## src/rtl/rnn_pkg.sv

```systemverilog
// rnn_pkg: layer indices, commit mask, FSM state type and a one-hot helper
// shared by the RNN denoise layer sequencer and its testbench.
package rnn_pkg;

  localparam int NUM_LAYERS = 6;
  localparam int IDX_W      = 3;

  // Layer order through the datapath; bit i of every layer vector is layer i
  localparam int L_DENSE1 = 0;
  localparam int L_GRU1   = 1;
  localparam int L_DENSE2 = 2;
  localparam int L_GRU2   = 3;
  localparam int L_GRU3   = 4;
  localparam int L_DENSE3 = 5;

  // Layers whose completion latches a GRU state register (gru1, gru2, gru3)
  localparam logic [NUM_LAYERS-1:0] COMMIT_MASK = 6'b011010;

  typedef enum logic [1:0] {
    S_IDLE,
    S_RUN,
    S_DONE,
    S_ERR
  } seq_state_t;

  // One-hot start vector for a layer index
  function automatic logic [NUM_LAYERS-1:0] layer_onehot(input logic [IDX_W-1:0] idx);
    return NUM_LAYERS'(1) << idx;
  endfunction

endpackage

```

## src/rtl/rnn_layer_sequencer_watchdog.sv

```systemverilog
// rnn_watchdog: per-layer stall guard. Counts cycles while enabled and flags
// expiry on the edge at which the count would reach TIMEOUT_CYCLES-1.
module rnn_watchdog #(
  parameter int CNT_W          = 16,
  parameter int TIMEOUT_CYCLES = 65535
) (
  input  logic clk,
  input  logic rst,
  input  logic clear,
  input  logic enable,
  output logic expire
);

  localparam logic [CNT_W:0] LIMIT = (CNT_W+1)'(TIMEOUT_CYCLES - 1);

  logic [CNT_W-1:0] count;
  logic [CNT_W:0]   count_next;

  assign count_next = {1'b0, count} + (CNT_W+1)'(1);
  assign expire     = enable && (count_next >= LIMIT);

  // Counter restarts whenever the guarded layer is not being driven
  always_ff @(posedge clk) begin
    if (rst || clear) begin
      count <= '0;
    end else if (enable && !expire) begin
      count <= count_next[CNT_W-1:0];
    end
  end

endmodule

```

## src/rtl/rnn_layer_sequencer.sv

```systemverilog
// rnn_layer_sequencer: steps one frame through dense1 -> gru1 -> dense2 ->
// gru2 -> gru3 -> dense3, inserting a gap cycle after each layer, pulsing the
// GRU commit strobes, guarding each layer with a watchdog and reporting
// per-frame statistics. All outputs are registered.
module rnn_layer_sequencer #(
  parameter int NUM_LAYERS     = rnn_pkg::NUM_LAYERS,
  parameter int TIMEOUT_CYCLES = 65535,
  parameter int CNT_W          = 16,
  parameter int FRAME_W        = 16
) (
  input  logic                  clk,
  input  logic                  rst,
  input  logic                  start,
  output logic                  busy,
  output logic                  valid,
  output logic [NUM_LAYERS-1:0] start_layer,
  input  logic [NUM_LAYERS-1:0] valid_layer,
  output logic                  commit_vad,
  output logic                  commit_noise,
  output logic                  commit_denoise,
  output logic                  timeout,
  output logic [FRAME_W-1:0]    frame_cnt,
  output logic [CNT_W-1:0]      cycle_cnt
);

  import rnn_pkg::*;

  localparam logic [IDX_W-1:0] LAST_IDX = IDX_W'(NUM_LAYERS - 1);

  seq_state_t       state;
  logic [IDX_W-1:0] idx;
  logic             gap;
  logic             pending;
  logic [CNT_W-1:0] frame_cycles;
  logic [CNT_W-1:0] frame_cycles_inc;
  logic             wd_enable;
  logic             wd_expire;

  // Watchdog runs only while the current layer's start is high
  assign wd_enable = (state == S_RUN) && !gap;

  assign frame_cycles_inc = (frame_cycles == '1) ? frame_cycles
                                                 : frame_cycles + CNT_W'(1);

  rnn_watchdog #(
    .CNT_W          (CNT_W),
    .TIMEOUT_CYCLES (TIMEOUT_CYCLES)
  ) u_watchdog (
    .clk    (clk),
    .rst    (rst),
    .clear  (!wd_enable),
    .enable (wd_enable),
    .expire (wd_expire)
  );

  // Frame FSM with registered handshake, commit and statistics outputs
  always_ff @(posedge clk) begin
    if (rst) begin
      state          <= S_IDLE;
      idx            <= '0;
      gap            <= 1'b0;
      pending        <= 1'b0;
      busy           <= 1'b0;
      valid          <= 1'b0;
      start_layer    <= '0;
      commit_vad     <= 1'b0;
      commit_noise   <= 1'b0;
      commit_denoise <= 1'b0;
      timeout        <= 1'b0;
      frame_cnt      <= '0;
      cycle_cnt      <= '0;
      frame_cycles   <= '0;
    end else begin
      valid          <= 1'b0;
      commit_vad     <= 1'b0;
      commit_noise   <= 1'b0;
      commit_denoise <= 1'b0;
      case (state)
        S_IDLE: begin
          if (start) begin
            state        <= S_RUN;
            idx          <= '0;
            gap          <= 1'b0;
            busy         <= 1'b1;
            start_layer  <= layer_onehot('0);
            frame_cycles <= CNT_W'(1);
          end
        end
        S_RUN: begin
          frame_cycles <= frame_cycles_inc;
          if (start) begin
            pending <= 1'b1;
          end
          if (gap) begin
            if (idx == LAST_IDX) begin
              state     <= S_DONE;
              busy      <= 1'b0;
              valid     <= 1'b1;
              frame_cnt <= frame_cnt + FRAME_W'(1);
              cycle_cnt <= frame_cycles_inc;
            end else begin
              idx         <= idx + IDX_W'(1);
              gap         <= 1'b0;
              start_layer <= layer_onehot(idx + IDX_W'(1));
            end
          end else if (valid_layer[idx]) begin
            gap         <= 1'b1;
            start_layer <= '0;
            if (COMMIT_MASK[idx]) begin
              commit_vad     <= (idx == IDX_W'(L_GRU1));
              commit_noise   <= (idx == IDX_W'(L_GRU2));
              commit_denoise <= (idx == IDX_W'(L_GRU3));
            end
          end else if (wd_expire) begin
            state       <= S_ERR;
            busy        <= 1'b0;
            start_layer <= '0;
            timeout     <= 1'b1;
            pending     <= 1'b0;
          end
        end
        S_DONE: begin
          if (pending || start) begin
            state        <= S_RUN;
            idx          <= '0;
            gap          <= 1'b0;
            busy         <= 1'b1;
            start_layer  <= layer_onehot('0);
            frame_cycles <= CNT_W'(1);
            pending      <= 1'b0;
          end else begin
            state <= S_IDLE;
          end
        end
        S_ERR: begin
          start_layer <= '0;
          busy        <= 1'b0;
          pending     <= 1'b0;
        end
        default: begin
          state <= S_IDLE;
        end
      endcase
    end
  end

endmodule
```

## config.mk

```make
export PLATFORM = sky130hd
export DESIGN_NAME = rnn_layer_sequencer
export DESIGN_NICKNAME = d
export VERILOG_FILES = /design/src/rtl/rnn_pkg.sv /design/src/rtl/rnn_layer_sequencer_watchdog.sv /design/src/rtl/rnn_layer_sequencer.sv
export SDC_FILE = /design/constraint.sdc
export NUM_CORES = 1
export LEC_CHECK = 0
export CAP_MARGIN = 25
export CORE_UTILIZATION = 60
export CTS_BUF_LIST = sky130_fd_sc_hd__clkbuf_4
export CTS_CLUSTER_DIAMETER = 200
export DETAILED_ROUTE_END_ITERATION = 16
export MAX_ROUTING_LAYER = met4
export PLACE_DENSITY_LB_ADDON = 0.1
export SKIP_LAST_GASP = 1
export SLEW_MARGIN = 0
export SYNTH_ARGS = -nofsm -noshare
export SYNTH_HDL_FRONTEND = slang
export SYNTH_HIERARCHICAL = 1
export SYNTH_SLANG_ARGS = --single-unit
```

## constraint.sdc

```tcl
create_clock -name clk -period 4.3 [get_ports clk]
set_input_delay 1.075 -clock clk [delete_from_list [all_inputs] [get_ports clk]]
set_output_delay 1.075 -clock clk [all_outputs]
set_load 0.02 [all_outputs]
```

### Word level (Yosys, flattened, before mapping)

Memories as Yosys holds them, arrays and structs flattened. A register that Yosys moved wholly into a read port is not among the register bits.
Index checks and enable logic that the tools add are counted.

* bits in registers: 83
* bits in latches: 0
* memory bits (writable): 0
* bits in read-only memories: 8
* input port bits: 9
* output and inout bits: 44
* memories: 1

Memory list
* (no name shown): depth 8, bits a word 1, rd ports 1, clocked after Yosys merged registers in 1, write ports 0, RTL line rnn_layer_sequencer.sv:109 `if (COMMIT_MASK[idx]) begin`

* $add $sub $neg: 4
* $mul: 0
* divide/modulo/power cells: 0
* magnitude comparators: 2
* equality and inequality tests: 17
* shift-type cells: 1
* multiplexer cells: 46
* bitwise operators: 4
* reductions and logical operators: 21

Operators by type and width (number)
* 16-bit two-way mux: 3
* 16-bit one-hot mux with 3 select lines: 1
* 6-bit two-way mux: 6
* 16-bit by 1-bit adder with 16-bit output (second input constant): 2
* 6-bit one-hot mux with 4 select lines: 1
* 1-bit two-way mux: 18
* 3-bit two-way mux: 6
* 16-bit by 1-bit adder with 17-bit output (second input constant): 1
* 17-bit by 16-bit >= comparator with 1-bit output (second input constant): 1
* 16-bit equality test (second input constant): 1
* 5-bit AND reduction: 3
* 2-bit two-way mux: 5
* 3-bit one-hot mux with 3 select lines: 1
* 2-bit != test (second input constant): 4
* 4-bit AND reduction: 2
* 3-bit equality test (second input constant): 2
* 3-bit by 2-bit != test with 1-bit output (second input constant): 2
* 3-bit != test (second input constant): 2
* 1-bit one-hot mux with 3 select lines: 2
* 2-bit one-hot mux with 3 select lines: 1
* 3-bit AND reduction: 2
* 3-bit nonzero test: 2
* 1-bit by 3-bit left shift with 6-bit output (first input constant): 1
* 5-bit OR reduction: 1
* other kinds (16): 25

### Logic depth before layout (Yosys ltp)

* depth in word-level cells: 7
* gate-level depth with buffers: 12
* mapped depth without buffers: 11

### Hierarchy

Netlist, hierarchy kept.

By module, submodules not included
* rnn_layer_sequencer: instances 1, cells an instance 406, area each 3470.8 um^2, sequential area each 1361.3 um^2
* rnn_watchdog: instances 1, cells an instance 128, area each 1061.0 um^2, sequential area each 320.3 um^2

### Worst setup path before layout

No wires, ideal clock.

* path kind: register to register
* start: register u_watchdog.count[0]
* end: register state[0]
* setup time: 115 ps
* data arrival time: 2694 ps
* required time: 4185 ps
* setup slack: 1492 ps
* stages on the path, launching flop included: 13
* buffers on the path: 1
* period minus slack after synthesis: 2808 ps
* cells stage by stage: dfxtp_1 ha_1 clkbuf_2 nand4_1 or3_4 a2111oi_4 o2111ai_4 a21oi_1 nor3b_1 a31oi_1 and3_1 a41oi_1 o21a_1

* cells in the longest elaborated chain, start to end: 5

Ends and longest elaborated chain
* from (decl): RTL line rnn_layer_sequencer_watchdog.sv:16 `logic [CNT_W-1:0] count;`
* from (signal assigned): RTL line rnn_layer_sequencer_watchdog.sv:27 `count <= count_next[CNT_W-1:0];`
* 16-bit by 1-bit adder with 17-bit output: RTL line rnn_layer_sequencer_watchdog.sv:19 `assign count_next = {1'b0, count} + (CNT_W+1)'(1);`
* 17-bit by 16-bit >= comparator with 1-bit output: RTL line rnn_layer_sequencer_watchdog.sv:20 `assign expire = enable && (count_next >= LIMIT);`
* 1-bit logical AND: RTL line rnn_layer_sequencer_watchdog.sv:20
* net wd_expire: RTL line rnn_layer_sequencer.sv:37 `logic wd_expire;`
* 3-bit by 2-bit != test with 1-bit output (no source line)
* 5-bit AND reduction (no source line)
* to (signal assigned): RTL line rnn_layer_sequencer.sv:59 `state <= S_IDLE;`
* to (signal assigned): RTL line rnn_layer_sequencer.sv:81 `state <= S_RUN;`
* to (signal assigned): RTL line rnn_layer_sequencer.sv:96 `state <= S_DONE;`
* to (decl): RTL line rnn_layer_sequencer.sv:30 `seq_state_t state;`

The timed path passes the listed nets, and every way through them passes these cells.
A chain may end at the register's enable or synchronous reset.

### Worst setup path in the final report

* start: register u_watchdog.count[0]
* end: register state[1]

Same word-level chain as after synthesis.

==> results.cfg <==
[synth]
yosysSeqAreaShare = 0.3711
synth.area.top_cells = dfxtp_1 37%, nor2_1 5.2%, ha_1 4.7%
ys.flop_type = dfxtp_1
synthArstFlopShare = 0
postSynthCellCount = 534
synth.top_cell.area_share = 0.3711
syn-num-nets = 560
yosysTopAreaCell = dfxtp_1
synth_area_mm2 = 0.004532
synth_common_cells = 84 x dfxtp_1, 63 x nor2_1, 42 x nand2_1, 33 x nand3_1, 29 x a21oi_1
synth.avg_cell_area_um2 = 8.487
yosysWarnings = 6
synth_edf_count = 0
yosysMostFrequentCell = dfxtp_1
postSynthRegisterBits = 84
ys_types = 68

[cts]
post-cts-setup-buffers = 0
clock_latency_ns = 0.44
cts-root-buf = clkbuf_4
cts.sinks = 84
cts_tree = done
cts_made_buffers = 9
hold_buffers = 0
cts.path.max_buffers = 2
cts.htree.levels = 3
cts_resized = 0
clk_transition_reported_paths_ns = 0.13

[grt]
grt_pass1_wl_mm = 16.53
grt_pass1_vias = 3686
grt_max_degree = 43
grt_usage = 0.2762
grt_antenna_before_repair = 0
grt-ovfl-total = 0

[timing]
period_share = 0.7613
clock.fmax_mhz = 305.5
setup_viol = 0
fin_tns_setup_ns = 0
drv_slew = 0
tightest_slew_ns = 0.9160
whs_ns = 0.4623
rsz0062_at_grt = no
slew_headroom = 0.3865
hold_viol_final = 0
fin_skew_ns = 0.02832
fin_crit_ns = 3.274

[die]
dieArea_mm2 = 0.007905
die_y_um = 88.91
start_util = 0.6215
ioPinCount = 53
rows = 31
dieWidth_um = 88.91
fp.coreArea_mm2 = 0.007292

[min_path]
hp-class = register to register

[worst_setup_path]
cp-end-kind = register
rr_endpoint = state[1]
crit_required_ns = 4.61
rrSetupSlack_ns = 1.03
r2r_start = u_watchdog/count[0]
critPathLaunchType = register
endpoint = state[1]
crit_path_start = u_watchdog/count[0]
criticalPathCategory = register to register
cp_max_fo = 10
rr_worst_depth = 11
arrival_ns = 3.58

[power_and_ir_drop]
peakVddDrop_mv = 0.2551
powerDensity_mw_per_mm2 = 340.4
p_leak_nw = 1.761

[route]
drt_iter0_markers = 261
met3_length_um = 509
drc = 0
vias = 4016
m1WireLength_mm = 4.505
drtAntennaViolNets = 0
wl_per_cell_um = 15.28
dr.pass1.iters = 5
maxUsedRoutingLayer = met4
wl_met2_mm = 5.077
vias_per_cell = 5.985
wl_mm = 10.26

[finish]
antenna_cells = 0
nNetsFinal = 593
drive_above_1_share = 0.06643
area_delta_synth_final_pct = 13.89

[place]
gp_congestion = 0.8762
numPortBuffers = 52
detailed_place_hpwl_mm = 7.123

[flow_run]
maxCapViolCount = 0

[outcome]
outcome = finished, final reports clean
-- layout by cell type, fill, tap and decap left out, drive strengths merged, types with 4 or more instances in the layout --
cell,netlist,routed
clkinv,0,4
xnor2,9,9
nor2b,5,5
nand2,43,43
nand3b,4,4
a21oi,29,29
a31oi,8,8
dfxtp,84,84
xor2,24,24
and4,8,8
and2,5,5
or3,10,10
mux2i,10,10
clkbuf,13,10
a22oi,4,4
nor4,4,4
nor2,66,66
inv,15,15
o31ai,4,4
nand4,18,18
nand3,34,34
nor3,8,8
clkdlybuf4s50,0,51
a211oi,11,11
o21ai,17,17
o211ai,5,5
ha,17,17
nand2b,5,5
and3,15,15
-- worst min-delay path by stage --
stage,to,from,slack (ns),cells after the start
final,timeout,timeout,0.46,2
after global routing,cycle_cnt[0],cycle_cnt[0],0.49,2
after CTS,timeout,timeout,0.47,2
after detailed placement,start_layer[3],start_layer[3],0.45,2
after global placement,timeout,timeout,0.43,2
after floorplan,frame_cycles[11],frame_cycles[11],0.49,2
-- logic make-up (layout without fill, tap and decap cells) --
kind of cell    count (synthesis)  after routing  share of synthesized area
fa+ha+maj                      17             17                    0.04693
compound gates                106            106                     0.1668
mux                            10             10                    0.02209
buf+inv                        47             85                    0.04886
simple gates                  237            237                     0.2805
flops                          84             84                     0.3711
xor+xnor                       33             33                    0.06378
-- critical path: stages, from the launching register on --
cell and delay (ns):
dfxtp_1 0.49, ha_1 0.38, nand4_1 0.19, or3_4 0.38, a2111oi_4 0.40, o2111ai_4 0.23
a21oi_1 0.26, nor3b_1 0.10, a31oi_1 0.24, and3_1 0.26, and2_1 0.17, o31ai_1 0.07
-- layer usage --
metal  GRT usage  vias up
li1            -     1985
met1      0.3356     1903
met2      0.4420      114
met3     0.06371       14
met4      0.1144        0
met5           -        -
-- state kept, by name, summed over array words and instances, names as in the netlist, 2 cells and up, named ones only --
signal	cells
cycle_cnt	16
idx	3
u_watchdog/count	16
state	2
start_layer	6
frame_cnt	16
frame_cycles	16
-- stage by stage --
| step | util | cell area (um^2) | std cells | power, mW | worst slack (ns) |
|---|---|---|---|---|---|
| 2_1_floorplan | - | 4532 | 534 | 1.194 | 1.492 |
| 5_1_grt | 0.7078 | 5161 | 671 | 1.846 | 0.7054 |
| 4_1_cts | 0.7078 | 5161 | 671 | 1.760 | 1.068 |
| 3_3_place_gp | 0.6886 | 5021 | 655 | 1.288 | 1.256 |
| 3_5_place_dp | 0.6886 | 5021 | 655 | 1.301 | 1.070 |
| 6_report | 0.7078 | 5161 | 671 | 1.757 | 1.026 |
-- cell type report --
class                           instances  area, um^2
Multi-Input combinational cell        403        2629
Fill cell                             634        2131
Sequential cell                        84        1682
Timing Repair Buffer                   54       530.5
Tap cell                               99       123.9
Clock buffer                           10       75.07
Clock inverter                          6       65.06
Inverter                               15       56.30
-- where the power goes --
group	switching (mW)	leakage [nW]	internal (mW)
clock	0.277	0.0763	0.184
sequential	0.0388	0.678	0.809
combinational	0.300	1.01	0.148
total	0.616	1.76	1.14
No activity file was read; power rests on OpenSTA's default activity.
